### config.mk
export PLATFORM = sky130hd
export DESIGN_NAME = vec_store_serializer
export DESIGN_NICKNAME = d
export VERILOG_FILES = /design/src/rtl/vec_pkg.sv /design/src/rtl/lane_find_next.sv /design/src/rtl/vec_store_serializer.sv
export SDC_FILE = /design/constraint.sdc
export NUM_CORES = 1
export LEC_CHECK = 0
export BUFFER_PORTS_ARGS = -buffer_cell sky130_fd_sc_hd__buf_2
export CAP_MARGIN = 20
export CORE_MARGIN = 8
export CORE_UTILIZATION = 56
export DETAILED_ROUTE_END_ITERATION = 8
export PLACE_DENSITY_LB_ADDON = 0.08
export SYNTH_ARGS = -nofsm -noshare
export SYNTH_HDL_FRONTEND = slang
export SYNTH_SLANG_ARGS = --single-unit
### constraint.sdc
create_clock -name clk -period 4.4 [get_ports clk]
set_input_delay 0.88 -clock clk [delete_from_list [all_inputs] [get_ports clk]]
set_output_delay 0.88 -clock clk [all_outputs]
set_load 0.01 [all_outputs]
### src/rtl/vec_pkg.sv
// Shared vector-datapath definitions: lane geometry, fp16 lane type,
// the VST opcode (shared with decode/ALU) and the store-serializer FSM states.
package vec_pkg;

    localparam int VEC_LANES  = 16;
    localparam int VEC_LANE_W = 16;
    localparam int VEC_ADDR_W = 16;

    typedef logic [VEC_LANE_W-1:0] fp16_t;

    localparam logic [3:0] OP_VST = 4'b0101;

    typedef enum logic [1:0] {
        S_IDLE  = 2'd0,
        S_WRITE = 2'd1,
        S_DONE  = 2'd2
    } vst_state_e;

endpackage

### src/rtl/lane_find_next.sv
// Combinational priority encoder: remaining lane mask -> {any, lowest set index}.
// Ports: mask_i (LANES), any_o (1), idx_o ($clog2(LANES)).
module lane_find_next #(
    parameter int LANES = 16,
    parameter int IDX_W = $clog2(LANES)
) (
    input  logic [LANES-1:0] mask_i,
    output logic             any_o,
    output logic [IDX_W-1:0] idx_o
);

    assign any_o = |mask_i;

    // Scan high to low so the last hit, the lowest set bit, wins.
    always_comb begin
        idx_o = '0;
        for (int i = LANES - 1; i >= 0; i--) begin
            if (mask_i[i]) idx_o = i[IDX_W-1:0];
        end
    end

endmodule

### src/rtl/vec_store_serializer.sv
// VST writer: captures a 16-lane vector, mask and base address, then writes the
// enabled lanes in ascending order as 16-bit words on the data-memory port.
// Ports: clk, rst_n; start_valid/start_ready + vec_in/lane_mask/base_addr request;
// mem_wr_en/mem_addr/mem_wdata/mem_ready write port; busy, done status.
module vec_store_serializer
    import vec_pkg::*;
#(
    parameter int LANES  = VEC_LANES,
    parameter int LANE_W = VEC_LANE_W,
    parameter int ADDR_W = VEC_ADDR_W
) (
    input  logic                    clk,
    input  logic                    rst_n,
    input  logic                    start_valid,
    output logic                    start_ready,
    input  logic [LANES*LANE_W-1:0] vec_in,
    input  logic [LANES-1:0]        lane_mask,
    input  logic [ADDR_W-1:0]       base_addr,
    output logic                    mem_wr_en,
    output logic [ADDR_W-1:0]       mem_addr,
    output logic [LANE_W-1:0]       mem_wdata,
    input  logic                    mem_ready,
    output logic                    busy,
    output logic                    done
);

    localparam int IDX_W = $clog2(LANES);

    vst_state_e              state_q, state_d;
    logic [LANES*LANE_W-1:0] vec_q, vec_d;
    logic [ADDR_W-1:0]       base_q, base_d;
    logic [LANES-1:0]        rem_q, rem_d;
    logic [IDX_W-1:0]        idx_q, idx_d;
    logic                    wr_en_q, wr_en_d;
    logic [ADDR_W-1:0]       addr_q, addr_d;
    logic [LANE_W-1:0]       wdata_q, wdata_d;
    logic                    done_q, done_d;

    logic [LANES-1:0]        cur_oh;
    logic [LANES-1:0]        enc_in;
    logic                    nxt_any;
    logic [IDX_W-1:0]        nxt_idx;
    logic [LANES*LANE_W-1:0] sel_vec;
    logic [ADDR_W-1:0]       sel_base;
    logic [ADDR_W-1:0]       nxt_addr;
    logic [LANE_W-1:0]       nxt_wdata;

    // In IDLE the encoder looks at the incoming mask so lane selection for the
    // first write happens at accept; in WRITE it looks past the lane on the bus.
    assign cur_oh   = {{(LANES-1){1'b0}}, 1'b1} << idx_q;
    assign enc_in   = (state_q == S_IDLE) ? lane_mask : (rem_q & ~cur_oh);
    assign sel_vec  = (state_q == S_IDLE) ? vec_in : vec_q;
    assign sel_base = (state_q == S_IDLE) ? base_addr : base_q;

    lane_find_next #(
        .LANES(LANES),
        .IDX_W(IDX_W)
    ) u_find (
        .mask_i(enc_in),
        .any_o (nxt_any),
        .idx_o (nxt_idx)
    );

    // Address wraps modulo 2^ADDR_W by truncation.
    assign nxt_addr  = sel_base + {{(ADDR_W-IDX_W){1'b0}}, nxt_idx};
    assign nxt_wdata = sel_vec[int'(nxt_idx)*LANE_W +: LANE_W];

    always_comb begin
        state_d = state_q;
        vec_d   = vec_q;
        base_d  = base_q;
        rem_d   = rem_q;
        idx_d   = idx_q;
        wr_en_d = wr_en_q;
        addr_d  = addr_q;
        wdata_d = wdata_q;
        done_d  = 1'b0;
        unique case (state_q)
            S_IDLE: begin
                if (start_valid) begin
                    vec_d  = vec_in;
                    base_d = base_addr;
                    rem_d  = lane_mask;
                    if (nxt_any) begin
                        state_d = S_WRITE;
                        wr_en_d = 1'b1;
                        idx_d   = nxt_idx;
                        addr_d  = nxt_addr;
                        wdata_d = nxt_wdata;
                    end else begin
                        state_d = S_DONE;
                        done_d  = 1'b1;
                    end
                end
            end
            S_WRITE: begin
                if (mem_ready) begin
                    rem_d = enc_in;
                    if (nxt_any) begin
                        idx_d   = nxt_idx;
                        addr_d  = nxt_addr;
                        wdata_d = nxt_wdata;
                    end else begin
                        state_d = S_DONE;
                        wr_en_d = 1'b0;
                        done_d  = 1'b1;
                    end
                end
            end
            S_DONE: begin
                state_d = S_IDLE;
            end
            default: begin
                state_d = S_IDLE;
                wr_en_d = 1'b0;
            end
        endcase
    end

    always_ff @(posedge clk or negedge rst_n) begin
        if (!rst_n) begin
            state_q <= S_IDLE;
            vec_q   <= '0;
            base_q  <= '0;
            rem_q   <= '0;
            idx_q   <= '0;
            wr_en_q <= 1'b0;
            addr_q  <= '0;
            wdata_q <= '0;
            done_q  <= 1'b0;
        end else begin
            state_q <= state_d;
            vec_q   <= vec_d;
            base_q  <= base_d;
            rem_q   <= rem_d;
            idx_q   <= idx_d;
            wr_en_q <= wr_en_d;
            addr_q  <= addr_d;
            wdata_q <= wdata_d;
            done_q  <= done_d;
        end
    end

    assign start_ready = (state_q == S_IDLE);
    assign busy        = (state_q != S_IDLE);
    assign mem_wr_en   = wr_en_q;
    assign mem_addr    = addr_q;
    assign mem_wdata   = wdata_q;
    assign done        = done_q;

endmodule
==> impl_metrics.ini, run 1 <==
[yosys]
yosys.cell_types.count = 70
synth-edff-count = 0
synth_seq_area_share_pct = 46.6
syn_inst = 1533
synth-async-reset-ratio_pct = 100
syn-cell-area_um2 = 17600
syn_avg_cell_area_um2 = 11.5
synthFlopType = sky130_fd_sc_hd__dfrtp_1
ys_seq_elements = 328
synth-warning-count = 0
syn_nets = 1830

[worst_setup_path]
critical_path_required_ps = 4800
crit-reg2reg-launch = idx_q[3]$_DFFE_PN0P_
r2r_cells = 12
cp_slowest_stage_delay_ps = 540
timing.setup.critical_path_class = reg2reg
endpoint_kind = flip-flop
path_max_fanout = 125
crit_path_cell_trace = buf_4 -> nor4b_1 -> nor2b_1 -> or3_1 -> a32oi_1 -> a21oi_4 -> inv_8 -> buf_12 -> mux2i_1 -> o22ai_1 -> o41ai_1 -> a31oi_1
critPathSlowestCell = sky130_fd_sc_hd__dfrtp_1
r2r-end = mem_wdata[1]$_DFFE_PN0P_
startpoint_class_of_the_critical_path = flip-flop
r2r_setup_slack_ps = 310
critical_path_arrival_ps = 4490

[routing]
met3_length_um = 4960
routedWlPerCell_um = 23.6
postRouteWirelength_um = 53900
num_vias = 14100
postRouteAntennaNets = 0
first_iter_violations = 1119
routed.top_layer = met5
met2_length_um = 24400
wl_met1_um = 22900
first_pass_iters = 5
remaining_drc_errors = 0
route.detailed.vias_per_inst = 6.17

[hold_path]
worstHoldPathType = in2async

[finish]
utilization_pct = 67.3
finalNetCount = 2129
finish.cell_count_without_fillers = 2285
post_route_cells_drive_above_1_share_pct = 40.3
post-route-cell-area_um2 = 21000
n_fill_cell = 2470
layout_common_cells = sky130_fd_sc_hd__dfrtp_1, sky130_fd_sc_hd__buf_2, sky130_fd_sc_hd__mux2_2
multi_input_gate_area_in_the_final_layout_um2 = 8850
seq_area_um2 = 8210
layout-area-overhead-vs-synth_pct = 19.5

[run_status]
status = finished clean

[global_routing]
grt_start_max_net_pins = 153
aggregate_global_routing_overflow = 0
initial_antenna_violation_count = 33
grt_usage_pct = 28.1
via_count_of_the_first_global_routing_pass = 14300
wire_length_of_the_first_global_routing_pass_um = 83400

[clocking]
clock-root-buffer = sky130_fd_sc_hd__clkbuf_16
cts_tree = yes
cts_sinks = 328
cts-buffers-inserted = 38
cts-root-to-sink-buffers = 3
cts_setup_buffers = 0
ctsHtreeMaxLevel = 2
cts_hold_buffers = 0
clock_latency_of_the_later_clocked_register_in_the_worst_skew_pair_ps = 540
clk_transition_reported_paths_ps = 60

[floorplanning]
die_width_um = 193
floorplan.initialDensity_pct = 56.4
boundary_pin_count = 328
floorplan.core_area_um2 = 31200
die_height_um = 193
placementRows = 65
design.die.area_um2 = 37400

[timing]
final_hold_viol_count = 0
clock.fmax_ghz = 0.245
finalCriticalPeriod_ps = 4090
timing.slew.headroom_pct = 32.3
totalNegativeSetupSlack_ps = 0
timing.final.crit_share_pct = 92.9
setup_violations = 0
drv_slew = 0
worst_hold_slack_ps = 347
worst-slew-pin-transition_ps = 1010
setup_repair_after_global_routing_missed_its_margin = false
skew_ps = 30.8

[place]
count_of_placed_standard_cells_including_taps = 2194
portBuffers = 327
place.gp.congestion = 0.903
dpl_cell_area_um2 = 19700
dpl.hpwl_um = 38600

[run]
maxCapViolations = 0

[pwr]
power.density_cell_area_nw_per_um2 = 1020
leakage_power_total_nw = 9.65
ir_drop_mv = 1.78
[how the worst max path moves through the flow]
stage,slack [ps],depth (start not counted),end,from
global route,20,18,mem_addr[12]$_DFFE_PN0P_,idx_q[2]$_DFFE_PN0P_
finish,310,12,mem_wdata[1]$_DFFE_PN0P_,idx_q[3]$_DFFE_PN0P_
global placement,390,16,mem_addr[12]$_DFFE_PN0P_,idx_q[0]$_DFFE_PN0P_
CTS,320,18,mem_addr[14]$_DFFE_PN0P_,idx_q[0]$_DFFE_PN0P_
detailed placement,330,18,mem_addr[14]$_DFFE_PN0P_,idx_q[1]$_DFFE_PN0P_
floorplan,340,24,mem_addr[14]$_DFFE_PN0P_,idx_q[0]$_DFFE_PN0P_
[flip-flops by register name (all words and copies together), names as in the netlist]
register / cells
idx_q: 4
done: 1
mem_wr_en: 1
state_q: 2
rem_q: 16
mem_wdata: 16
vec_q: 256
base_q: 16
mem_addr: 16
[metrics by stage]
step,worst slack (ps),power (mW)
2_1_floorplan,340,14.6
3_3_place_gp,390,17.7
3_5_place_dp,326,18.0
4_1_cts,315,21.3
5_1_grt,19.9,22.6
6_report,313,21.4
[power by group]
part | switching, mW | internal [mW] | total (mW)
logic | 7.01 | 5.68 | 12.7
clock network | 1.27 | 1.94 | 3.21
registers | 0.926 | 4.55 | 5.47
[critical path: cells and delay by family (launching register included)]
family / cells / cell delay [ps]
AO/OA/AOI/OAI: 5 / 1360
AND/OR/NAND/NOR: 3 / 700
multiplexers: 1 / 330
buffers and inverters: 3 / 850
flip-flops: 1 / 540
[cell usage after synthesis, types with 12 or more instances]
cell	count	area share, %
sky130_fd_sc_hd__a21boi_0	15	0.64
sky130_fd_sc_hd__a221oi_1	17	0.85
sky130_fd_sc_hd__a22o_1	15	0.75
sky130_fd_sc_hd__a22oi_1	15	0.64
sky130_fd_sc_hd__a31oi_1	32	1.1
sky130_fd_sc_hd__buf_2	32	0.91
sky130_fd_sc_hd__clkbuf_1	58	1.2
sky130_fd_sc_hd__dfrtp_1	328	47
sky130_fd_sc_hd__inv_1	12	0.26
sky130_fd_sc_hd__mux2_2	275	18
sky130_fd_sc_hd__mux2i_1	145	8.2
sky130_fd_sc_hd__mux4_2	31	4.0
sky130_fd_sc_hd__nand2_1	202	4.3
sky130_fd_sc_hd__nand3_1	39	1.1
sky130_fd_sc_hd__nor2_1	39	0.83
sky130_fd_sc_hd__o21ai_0	45	1.3
sky130_fd_sc_hd__o22ai_1	66	2.3
sky130_fd_sc_hd__o41ai_1	19	0.95
[routing by layer]
metal / global-route usage (%) / vias to the layer above
met5: 0 / -
met2: 42.0 / 608
li1: - / 6328
met1: 38.6 / 7055
met4: 9.21 / 20
met3: 8.38 / 89
[timing repair]
action / 4_1_cts / 5_1_grt
gates resized for setup: 0 / 2
setup endpoints to repair: 0 / 2
hold endpoints to repair: 0 / 0
[logic make-up after synthesis]
| group | Yosys count | synth area share, % |
|---|---|---|
| fa+ha+maj | 5 | 0.398 |
| xor+xnor | 14 | 0.697 |
| compound gates | 274 | 10.8 |
| buf+inv | 127 | 3.21 |
| flops | 328 | 46.6 |
| mux | 451 | 29.8 |
| simple gates | 334 | 8.42 |
[layout make-up]
cell class | count | area share, %
diodes | 25 | 0.298
inverters | 15 | 0.309
repair buffers | 371 | 9.82
clock inverters | 9 | 0.690
flip-flops and latches | 328 | 39.0
multi-input cells | 1078 | 42.1
well taps | 402 | 2.39
clock buffers | 57 | 5.34
No activity file was read; power rests on OpenSTA's default activity.
==> run 2, diff against run 1 <==
--- a/config.mk
+++ b/config.mk
@@ -8,7 +8,7 @@
 export BUFFER_PORTS_ARGS = -buffer_cell sky130_fd_sc_hd__buf_2
 export CAP_MARGIN = 20
 export CORE_MARGIN = 8
-export CORE_UTILIZATION = 56
+export CORE_UTILIZATION = 35
 export DETAILED_ROUTE_END_ITERATION = 8
 export PLACE_DENSITY_LB_ADDON = 0.08
 export SYNTH_ARGS = -nofsm -noshare
==> impl_metrics.ini, run 2 (synthesis results as in run 1) <==
[floorplanning]
die_height_um = 240
die_width_um = 240
boundary_pin_count = 328
floorplan.core_area_um2 = 49900
placementRows = 82
floorplan.initialDensity_pct = 35.3
design.die.area_um2 = 57700

[timing]
drv_slew = 0
timing.final.crit_share_pct = 96.6
worst_hold_slack_ps = 400
totalNegativeSetupSlack_ps = 0
final_hold_viol_count = 0
finalCriticalPeriod_ps = 4250
setup_repair_after_global_routing_missed_its_margin = false
skew_ps = 22.4
setup_violations = 0
final.setup.worst_slack_ps = 149
clock.fmax_ghz = 0.235
timing.slew.headroom_pct = 39.6
worst-slew-pin-transition_ps = 906

[global_routing]
grt_usage_pct = 21.7
wire_length_of_the_first_global_routing_pass_um = 94700
grt_start_max_net_pins = 107
aggregate_global_routing_overflow = 0
via_count_of_the_first_global_routing_pass = 14200
initial_antenna_violation_count = 25

[clocking]
cts-buffers-inserted = 42
cts-root-to-sink-buffers = 3
cts_tree = yes
ctsHtreeMaxLevel = 2
clock_latency_of_the_later_clocked_register_in_the_worst_skew_pair_ps = 580
clk_transition_reported_paths_ps = 60
clock-root-buffer = sky130_fd_sc_hd__clkbuf_16
cts_setup_buffers = 0
cts_sinks = 328

[pwr]
p_sw_share_pct = 43.7
clock_power_share_pct = 15.6
leakage_power_total_nw = 9.84
report.power.total_mw = 22.4
power.density_cell_area_nw_per_um2 = 1030
internal_power_mw = 12.6
pwr-share-comb_pct = 60.3
power.share.sequential_pct = 24.2
total_switching_power_mw = 9.78
ir_drop_mv = 0.921

[worst_setup_path]
timing.setup.critical_path_class = reg2reg
critical_path_arrival_ps = 4700
endpoint_kind = flip-flop
critical_path_required_ps = 4850
startpoint_class_of_the_critical_path = flip-flop
path_max_fanout = 53
r2r_setup_slack_ps = 150

[run]
maxCapViolations = 0

[place]
portBuffers = 327
dpl.hpwl_um = 47000
dp_worst_setup_slack_ps = 12.2
place.gp.congestion = 0.842

[routing]
first_iter_violations = 951
first_pass_iters = 5
postRouteWirelength_um = 63500
postRouteAntennaNets = 0
routedWlPerCell_um = 24.6
num_vias = 13900
remaining_drc_errors = 0
route.detailed.vias_per_inst = 5.40

[hold_path]
worstHoldPathType = in2async

[finish]
n_fill_cell = 4902
layout_commonest_cell = sky130_fd_sc_hd__buf_2
largest_register_ffs = 256
largest_register = vec_q
post_route_cells_drive_above_1_share_pct = 41.6
layout-area-overhead-vs-synth_pct = 23.1
layout_common_cells = sky130_fd_sc_hd__buf_2, sky130_fd_sc_hd__dfrtp_1, sky130_fd_sc_hd__mux2_2
finalNetCount = 2158

[run_status]
status = finished clean
==> run 2: metal layers <==
metal / vias to the layer above / track usage [%] / wire (um)
met5: - / 0 / 98
met4: 16 / 4.32 / 1050
met3: 89 / 5.59 / 4450
met2: 386 / 33.4 / 28600
met1: 7061 / 30.5 / 29300
li1: 6366 / - / -
==> run 2: final cells by class <==
class	instances	area (um2)	share of cell area, %
diodes	14	35.0	0.162
clock buffers	64	1280	5.93
clock inverters	9	98.8	0.456
inverters	15	66.3	0.306
multi-input cells	1078	8850	40.9
flip-flops and latches	328	8210	37.9
well taps	672	841	3.88
repair buffers	396	2270	10.5
==> run 2: path summary, 6_finish.rpt <==
| kind | startpoint | endpoint | depth (start not counted) |
|---|---|---|---|
| worst min register to register | mem_addr[6]$_DFFE_PN0P_ | mem_addr[6]$_DFFE_PN0P_ | 2 |
| worst max register to register | idx_q[3]$_DFFE_PN0P_ | mem_wdata[13]$_DFFE_PN0P_ | 15 |
| worst max-delay path | idx_q[3]$_DFFE_PN0P_ | mem_wdata[13]$_DFFE_PN0P_ | 15 |
| worst min-delay path | rst_n | rem_q[13]$_DFFE_PN0P_ | 1 |
| max in group asynchronous | rst_n | vec_q[84]$_DFFE_PN0P_ | 2 |
| min in group clk | mem_addr[6]$_DFFE_PN0P_ | mem_addr[6]$_DFFE_PN0P_ | 2 |
==> run 2: power by group through the flow <==
stage | logic (mW) | clock network [mW] | registers (mW)
finish | 13.5 | 3.48 | 5.41
global route | 14.6 | 3.70 | 5.60
CTS | 13.6 | 3.58 | 5.39
detailed placement | 13.5 | 0 | 5.44
global placement | 13.4 | 0 | 5.39
floorplan | 9.38 | 0 | 5.21
==> run 2: repair_timing <==
item | CTS | global route
hold buffers | 0 | 0
resized for setup | 0 | 5
endpoints found under the setup margin | 0 | 8
==> run 2: per-stage QoR <==
step | cells | instance area (um2) | utilization (%)
after global routing | 2569 | 21600 | 43.4
after detailed placement | 2489 | 20200 | 40.6
after floorplan | 1533 | 17600 | -
after global placement | 2489 | 20200 | 40.6
after CTS | 2562 | 21600 | 43.4
final | 2576 | 21700 | 43.4
==> run 2: critical path: stages (launching register included) <==
cell                        delay [ps]
sky130_fd_sc_hd__dfrtp_1           530
sky130_fd_sc_hd__buf_4             280
sky130_fd_sc_hd__or4b_1            450
sky130_fd_sc_hd__a21oi_1           170
sky130_fd_sc_hd__o211ai_1          130
sky130_fd_sc_hd__o2bb2ai_1         250
sky130_fd_sc_hd__a21oi_4           290
sky130_fd_sc_hd__inv_8              40
sky130_fd_sc_hd__buf_4             180
sky130_fd_sc_hd__buf_12            210
sky130_fd_sc_hd__buf_4             340
sky130_fd_sc_hd__nand2_1           140
sky130_fd_sc_hd__a31oi_1            90
sky130_fd_sc_hd__a221oi_1          730
sky130_fd_sc_hd__buf_4             220
sky130_fd_sc_hd__a31oi_1            60
